## config.mk

```make
export PLATFORM = sky130hd
export DESIGN_NAME = pifo_deq_ctrl
export DESIGN_NICKNAME = d
export VERILOG_FILES = /design/src/rtl/pifo_deq_ctrl.sv
export SDC_FILE = /design/constraint.sdc
export NUM_CORES = 1
export LEC_CHECK = 0
export CORE_MARGIN = 3
export CORE_UTILIZATION = 35
export CTS_CLUSTER_DIAMETER = 30
export DETAILED_ROUTE_END_ITERATION = 16
export GPL_TIMING_DRIVEN = 0
export SLEW_MARGIN = 20
export SYNTH_ARGS = -nofsm -noshare
export SYNTH_HDL_FRONTEND = slang
export SYNTH_SLANG_ARGS = --single-unit
```

## constraint.sdc

```tcl
create_clock -name clk -period 2.3 [get_ports clk]
set_input_delay 0.46 -clock clk [delete_from_list [all_inputs] [get_ports clk]]
set_output_delay 0.46 -clock clk [all_outputs]
set_load 0.02 [all_outputs]
```

## src/rtl/pifo_deq_ctrl.sv

```systemverilog
// pifo_deq_ctrl: dequeue controller downstream of the PIFO register block.
// Issues one-cycle remove pulses when the PIFO min is valid, captures the
// removed {rank, meta} into a small output FIFO and presents the FIFO head on
// a valid/ready interface. After each remove the PIFO needs HOLDOFF cycles to
// recompute its min, so new removes are suppressed for that long.
//
// Ports:
//   clk, rst            clock, synchronous active-high reset
//   deq_en              dequeue enable (low blocks new removes)
//   pifo_rank/meta      PIFO min entry
//   pifo_valid/empty    PIFO min valid / PIFO empty
//   pifo_remove         one-cycle remove pulse to the PIFO
//   m_rank/m_meta       FIFO head (0 when empty)
//   m_valid/m_ready     downstream handshake
//   obuf_count          FIFO occupancy
//   deq_count/stall_count  statistics, only with PIFO_DEQ_STATS_EN defined
//
// Optional feature macro: PIFO_DEQ_STATS_EN
module pifo_deq_ctrl #(
  parameter int RANK_WIDTH    = 8,
  parameter int META_WIDTH    = 8,
  parameter int L2_OBUF_DEPTH = 1,
  parameter int HOLDOFF       = 2
) (
  input  logic                     clk,
  input  logic                     rst,
  input  logic                     deq_en,
  input  logic [RANK_WIDTH-1:0]    pifo_rank,
  input  logic [META_WIDTH-1:0]    pifo_meta,
  input  logic                     pifo_valid,
  input  logic                     pifo_empty,
  output logic                     pifo_remove,
  output logic [RANK_WIDTH-1:0]    m_rank,
  output logic [META_WIDTH-1:0]    m_meta,
  output logic                     m_valid,
  input  logic                     m_ready,
  output logic [L2_OBUF_DEPTH:0]   obuf_count
`ifdef PIFO_DEQ_STATS_EN
  ,
  output logic [31:0]              deq_count,
  output logic [31:0]              stall_count
`endif
);

  localparam int DEPTH = 2 ** L2_OBUF_DEPTH;
  localparam int CW    = $clog2(HOLDOFF + 1);
  localparam int EW    = RANK_WIDTH + META_WIDTH;
  localparam logic [L2_OBUF_DEPTH:0] DEPTH_C  = (L2_OBUF_DEPTH + 1)'(DEPTH);
  localparam logic [CW-1:0]          HOLD_LD  = CW'(HOLDOFF - 1);

  typedef enum logic {IDLE, HOLD} state_t;

  state_t                   state_q, state_d;
  logic [CW-1:0]            hcnt_q, hcnt_d;
  logic                     can_rm;
  logic                     pop;

  logic [EW-1:0]            mem [DEPTH];
  logic [L2_OBUF_DEPTH-1:0] wr_ptr, rd_ptr;

  // Full check uses the registered count: a same-cycle pop never frees space
  // for a remove. pifo_empty overrides a transient pifo_valid.
  assign can_rm = !rst && deq_en && pifo_valid && !pifo_empty && (obuf_count < DEPTH_C);
  assign pop    = m_valid && m_ready;

  always_ff @(posedge clk) begin
    if (rst) begin
      state_q <= IDLE;
      hcnt_q  <= '0;
    end else begin
      state_q <= state_d;
      hcnt_q  <= hcnt_d;
    end
  end

  // pifo_valid is not looked at in HOLD: it is stale right after a remove.
  always_comb begin
    state_d     = state_q;
    hcnt_d      = hcnt_q;
    pifo_remove = 1'b0;
    case (state_q)
      IDLE: begin
        if (can_rm) begin
          pifo_remove = 1'b1;
          state_d     = HOLD;
          hcnt_d      = HOLD_LD;
        end
      end
      HOLD: begin
        if (hcnt_q == '0) state_d = IDLE;
        else              hcnt_d  = hcnt_q - 1'b1;
      end
      default: state_d = IDLE;
    endcase
  end

  // Output FIFO; pointers wrap naturally at the power-of-two depth.
  always_ff @(posedge clk) begin
    if (rst) begin
      wr_ptr     <= '0;
      rd_ptr     <= '0;
      obuf_count <= '0;
    end else begin
      if (pifo_remove) begin
        mem[wr_ptr] <= {pifo_rank, pifo_meta};
        wr_ptr      <= wr_ptr + 1'b1;
      end
      if (pop) rd_ptr <= rd_ptr + 1'b1;
      case ({pifo_remove, pop})
        2'b10:   obuf_count <= obuf_count + 1'b1;
        2'b01:   obuf_count <= obuf_count - 1'b1;
        default: obuf_count <= obuf_count;
      endcase
    end
  end

  assign m_valid = (obuf_count != '0);
  assign {m_rank, m_meta} = m_valid ? mem[rd_ptr] : '0;

`ifdef PIFO_DEQ_STATS_EN
  always_ff @(posedge clk) begin
    if (rst) begin
      deq_count   <= '0;
      stall_count <= '0;
    end else begin
      if (pifo_remove && deq_count != 32'hFFFF_FFFF)
        deq_count <= deq_count + 1'b1;
      if (m_valid && !m_ready && stall_count != 32'hFFFF_FFFF)
        stall_count <= stall_count + 1'b1;
    end
  end
`endif

endmodule

```

-- Word level (Yosys, flattened, before mapping)
Memories as Yosys holds them, arrays and structs flattened. A register that Yosys moved wholly into a read port is not among the register bits.
Index checks and enable logic that the tools add are counted.
- output and inout port bits: 20
- word-level logic and storage cells: 42
- register bits after elaboration: 7
- memory bits (read-only): 0
- bits of input ports: 22
- memories: 1
- RAM bits: 32
- latch bits: 0
- eq/ne operators: 4
- reductions and logical operators: 11
- muxes and demuxes: 14
- shift operators: 0
- add/sub/neg operators: 5
- magnitude comparators: 1
- multipliers: 0
- div/mod/pow operators: 0
- bitwise gates (word level): 1
- memory list (memory ; depth ; bits a word ; read ports ; clocked after memory_dff ; write ports ; RTL line ; RTL):
    mem ; 2 ; 16 ; 1 ; 1 ; 1 ; 58 ; logic [EW-1:0] mem [DEPTH];
- operators with widths (cell ; number):
    2-to-1 mux 16 bit ; 1
    2-to-1 mux 1 bit ; 8
    case mux 2 bit (2 select lines) ; 2
    logical AND 1 bit ; 5
    2-to-1 mux 2 bit ; 2
    inequality test 2 bit, second input constant ; 2
    nonzero test 2 bit ; 2
    subtractor 2 x 1 -> 2 bit, second input constant ; 2
    adder 1 bit, second input constant ; 2
    adder 2 x 1 -> 2 bit, second input constant ; 1
    equality test 2 x 1 -> 1 bit, second input constant ; 1
    equality test 2 bit, second input constant ; 1
    logical NOT 1 bit ; 2
    logical NOT 2 bit ; 1
    < comparator 2 bit, second input constant ; 1
    case mux 1 bit (2 select lines) ; 1
    AND reduction 2 bit ; 1
    NOT 1 bit ; 1

-- Logic depth before layout (Yosys ltp)
- depth in word-level cells: 10
- gate-level depth with buffers: 6
- depth with buffers taken out: 6

-- Worst setup path before layout
No wires, ideal clock.
- path type: input port to flip-flop
- start point: input pifo_valid
- end point: memory mem[0][0] (netlist name) (enable)
- buffers on the path: 0
- library setup time: 388 ps
- setup slack: 393 ps
- data required time: 1912 ps
- stages: 3
- arrival: 1519 ps
- cells stage by stage: nor2b_1 -> nand4_2 -> nor2_1
- cells in the longest elaborated chain, start to end: 8
- ends and longest elaborated chain (what ; RTL line ; RTL):
    from (decl) ; 30 ; input logic pifo_valid,
    logical AND 1 bit (3 in series) ; 63 ; assign can_rm = !rst && deq_en && pifo_valid && !pifo_empty && (obuf_count < DEPTH_C);
    2-to-1 mux 1 bit ; 83 ; if (can_rm) begin
    2-to-1 mux 1 bit ; 81 ; case (state_q)
    2-to-1 mux 1 bit ; 104 ; if (pifo_remove) begin
    2-to-1 mux 1 bit ; 99 ; if (rst) begin
    2-to-1 mux 1 bit (not written as such) ; 105 ; mem[wr_ptr] <= {pifo_rank, pifo_meta};
    to (decl) ; 58 ;
Every way passes these cells.

==> reports/results.tsv <==
metric	value	unit
drc_errors	0	
clock-root-buffer	clkbuf_8	
syn_inst	107	
ant_nets	0	
post_drt_wl_per_cell	13.8	microns
run_status	finished clean	
critical_path_class	reg2out	
gr-total-overflow	0	
fp.dieW	72.6	microns
grt_pass1_wl	4640	microns
p_leak	0.829	nW
layout.nets	180	
syn_area_per_cell	14.5	sq um
skew	7.51	ps
grt_setup_unrepaired	no	
cts.sinks	40	
endpoint_kind	output pin	
syn_area	0.00155	sq mm
initial_core_util	37.4	%
hold_viol_final	0	
seq_area_frac_synth	72.3	%
diodes	0	
syn-num-nets	131	
hpwl	2010	microns
cts_max_level	2	
maxSlewViolCount	0	
die_h	72.6	microns
worstMarginPinSlew	413	ps
io_buffers	41	
cp_data_arrival_time	1730	ps
peakVddDrop	0.355	mV
final_cell_mix	edfxtp_1, clkdlybuf4s50_1, nor2_1	
cp-start-kind	flop	
dp_cells	199	
cap_violations	0	
routabilityCongestion	0.724	
dieArea	0.00527	sq mm
core	0.00414	sq mm
syn_to_final_growth	38.4	%
max_slew_margin	72.4	%
wl	2870	microns
tns	0	ps
fmax	456	MHz
final_common_cell	edfxtp_1	
grt_max_degree	17	
cts_buffers	5	
drive_above_1_share	11.5	%
final_area	0.00215	sq mm
viasPerCell	4.56	
crit_required	1840	ps
post-cts-setup-buffers	0	
yosysWarnings	0	
fin_ws	108	ps
placed_cell_area	0.00204	sq mm
ys_types	21	
setup_viol	0	
grt_pass1_vias	1029	
total_power	1.46	mW
drt_iter0_drc	18	
crit_fanout	10	
ys_seq_elements	40	
clk_pin_slew	70	ps
grt_antenna_before_repair	0	
rows	23	
io_pins	42	
via_count	944	
final_cells	207	
cts_max_path_buffers	2	
cts_tree	built	
firstDrtPassIters	2	
clkLatencyLatePin	290	ps
track_usage	12.0	%
post-route-period-util	95.3	%
place_worst_setup_slack	-319	ps
power_per_cell_area	682	mW/mm^2
hp-class	reg2reg	
fin_crit	2190	ps
cts_hold_buf	0	
## worst paths after layout
| check | startpoint | endpoint | slack (ps) | cells after the start |
|---|---|---|---|---|
| max reg2reg | obuf_count[1] | obuf_count[1] | 660 | 5 |
| max | flop | m_rank[3] | 110 | 5 |
| min reg2reg | wr_ptr | wr_ptr | 490 | 1 |
| min | wr_ptr | wr_ptr | 490 | 1 |
## critical path, cell delays in order (launching register included)
cell,delay (ps)
dfxtp_1,310
buf_4,180
buf_6,190
mux2i_1,190
nor2_1,50
clkdlybuf4s50_1,530
## metrics by stage
stage | utilization (%) | hold slack (ps)
after global placement | 48.9 | 461
after floorplan | - | 446
after detailed placement | 49.2 | 483
final | 51.8 | 494
after global routing | 51.8 | 526
after CTS | 51.4 | 498
## repair_timing
action | in CTS | in global routing
gates resized for setup | 13 | 9
gates cloned | 0 | 0
hold endpoints to repair | 0 | 0
endpoints found under the setup margin | 23 | 7
## registers in the layout, summed over array words and instances (netlist names), named ones only
signal and flops:
mem 32, rd_ptr 1, wr_ptr 1, hcnt_q 2, obuf_count 2, state_q 1
## layout make-up
class                   instances  area, sq um
plain buffers                   3         26.3
well taps                      50         62.6
inverters                       6         22.5
clock inverters                 1         5.00
multi-input cells              58          402
flip-flops and latches         40         1120
fillers                       365         2000
clock buffers                   7         76.3
repair buffers                 42          429
## Yosys cell counts
master | n | share of area (%)
buf_2 | 2 | 0.65
nand2_1 | 1 | 0.24
nor2_1 | 22 | 5.3
edfxtp_1 | 32 | 62
ha_1 | 2 | 1.6
dfxtp_1 | 8 | 10
buf_4 | 1 | 0.48
and2_1 | 1 | 0.40
o21ai_0 | 3 | 0.97
xnor2_1 | 1 | 0.56
nor2b_1 | 1 | 0.40
mux2i_1 | 17 | 11
a31oi_1 | 1 | 0.40
xor2_1 | 2 | 1.1
inv_1 | 6 | 1.5
or3_1 | 1 | 0.40
nand2b_1 | 1 | 0.40
nand3_1 | 1 | 0.32
a21oi_1 | 2 | 0.65
nand4_2 | 1 | 0.81
o32ai_1 | 1 | 0.56
## kinds of logic (layout without fill, tap and decap cells)
group / Yosys count / after routing / synth area share [%]
buffers and inverters: 9 / 59 / 2.58
adder cells (fa/ha/maj): 2 / 2 / 1.61
XOR/XNOR: 3 / 3 / 1.69
multiplexers: 17 / 17 / 11.0
AO/OA/AOI/OAI: 7 / 7 / 2.58
flip-flops: 40 / 40 / 72.3
AND/OR/NAND/NOR: 29 / 29 / 8.31
## report_power, final
group / total [mW] / leakage [nW] / switching [mW] / internal [mW]
registers: 0.806 / 0.355 / 0.00974 / 0.796
logic: 0.227 / 0.432 / 0.113 / 0.115
clock network: 0.431 / 0.0422 / 0.219 / 0.213
total: 1.46 / 0.829 / 0.341 / 1.12
## layer usage
| metal | GRT usage (%) | part of all wire, % | routed length (microns) | vias up |
|---|---|---|---|---|
| li1 | - | - | - | 477 |
| met1 | 13.0 | 42 | 1200 | 431 |
| met2 | 20.7 | 49 | 1420 | 32 |
| met3 | 4.82 | 7.8 | 223 | 4 |
| met4 | 4.92 | 0.94 | 27 | 0 |
| met5 | 0 | 0 | 0 | - |
No activity file was read; power rests on OpenSTA's default activity.
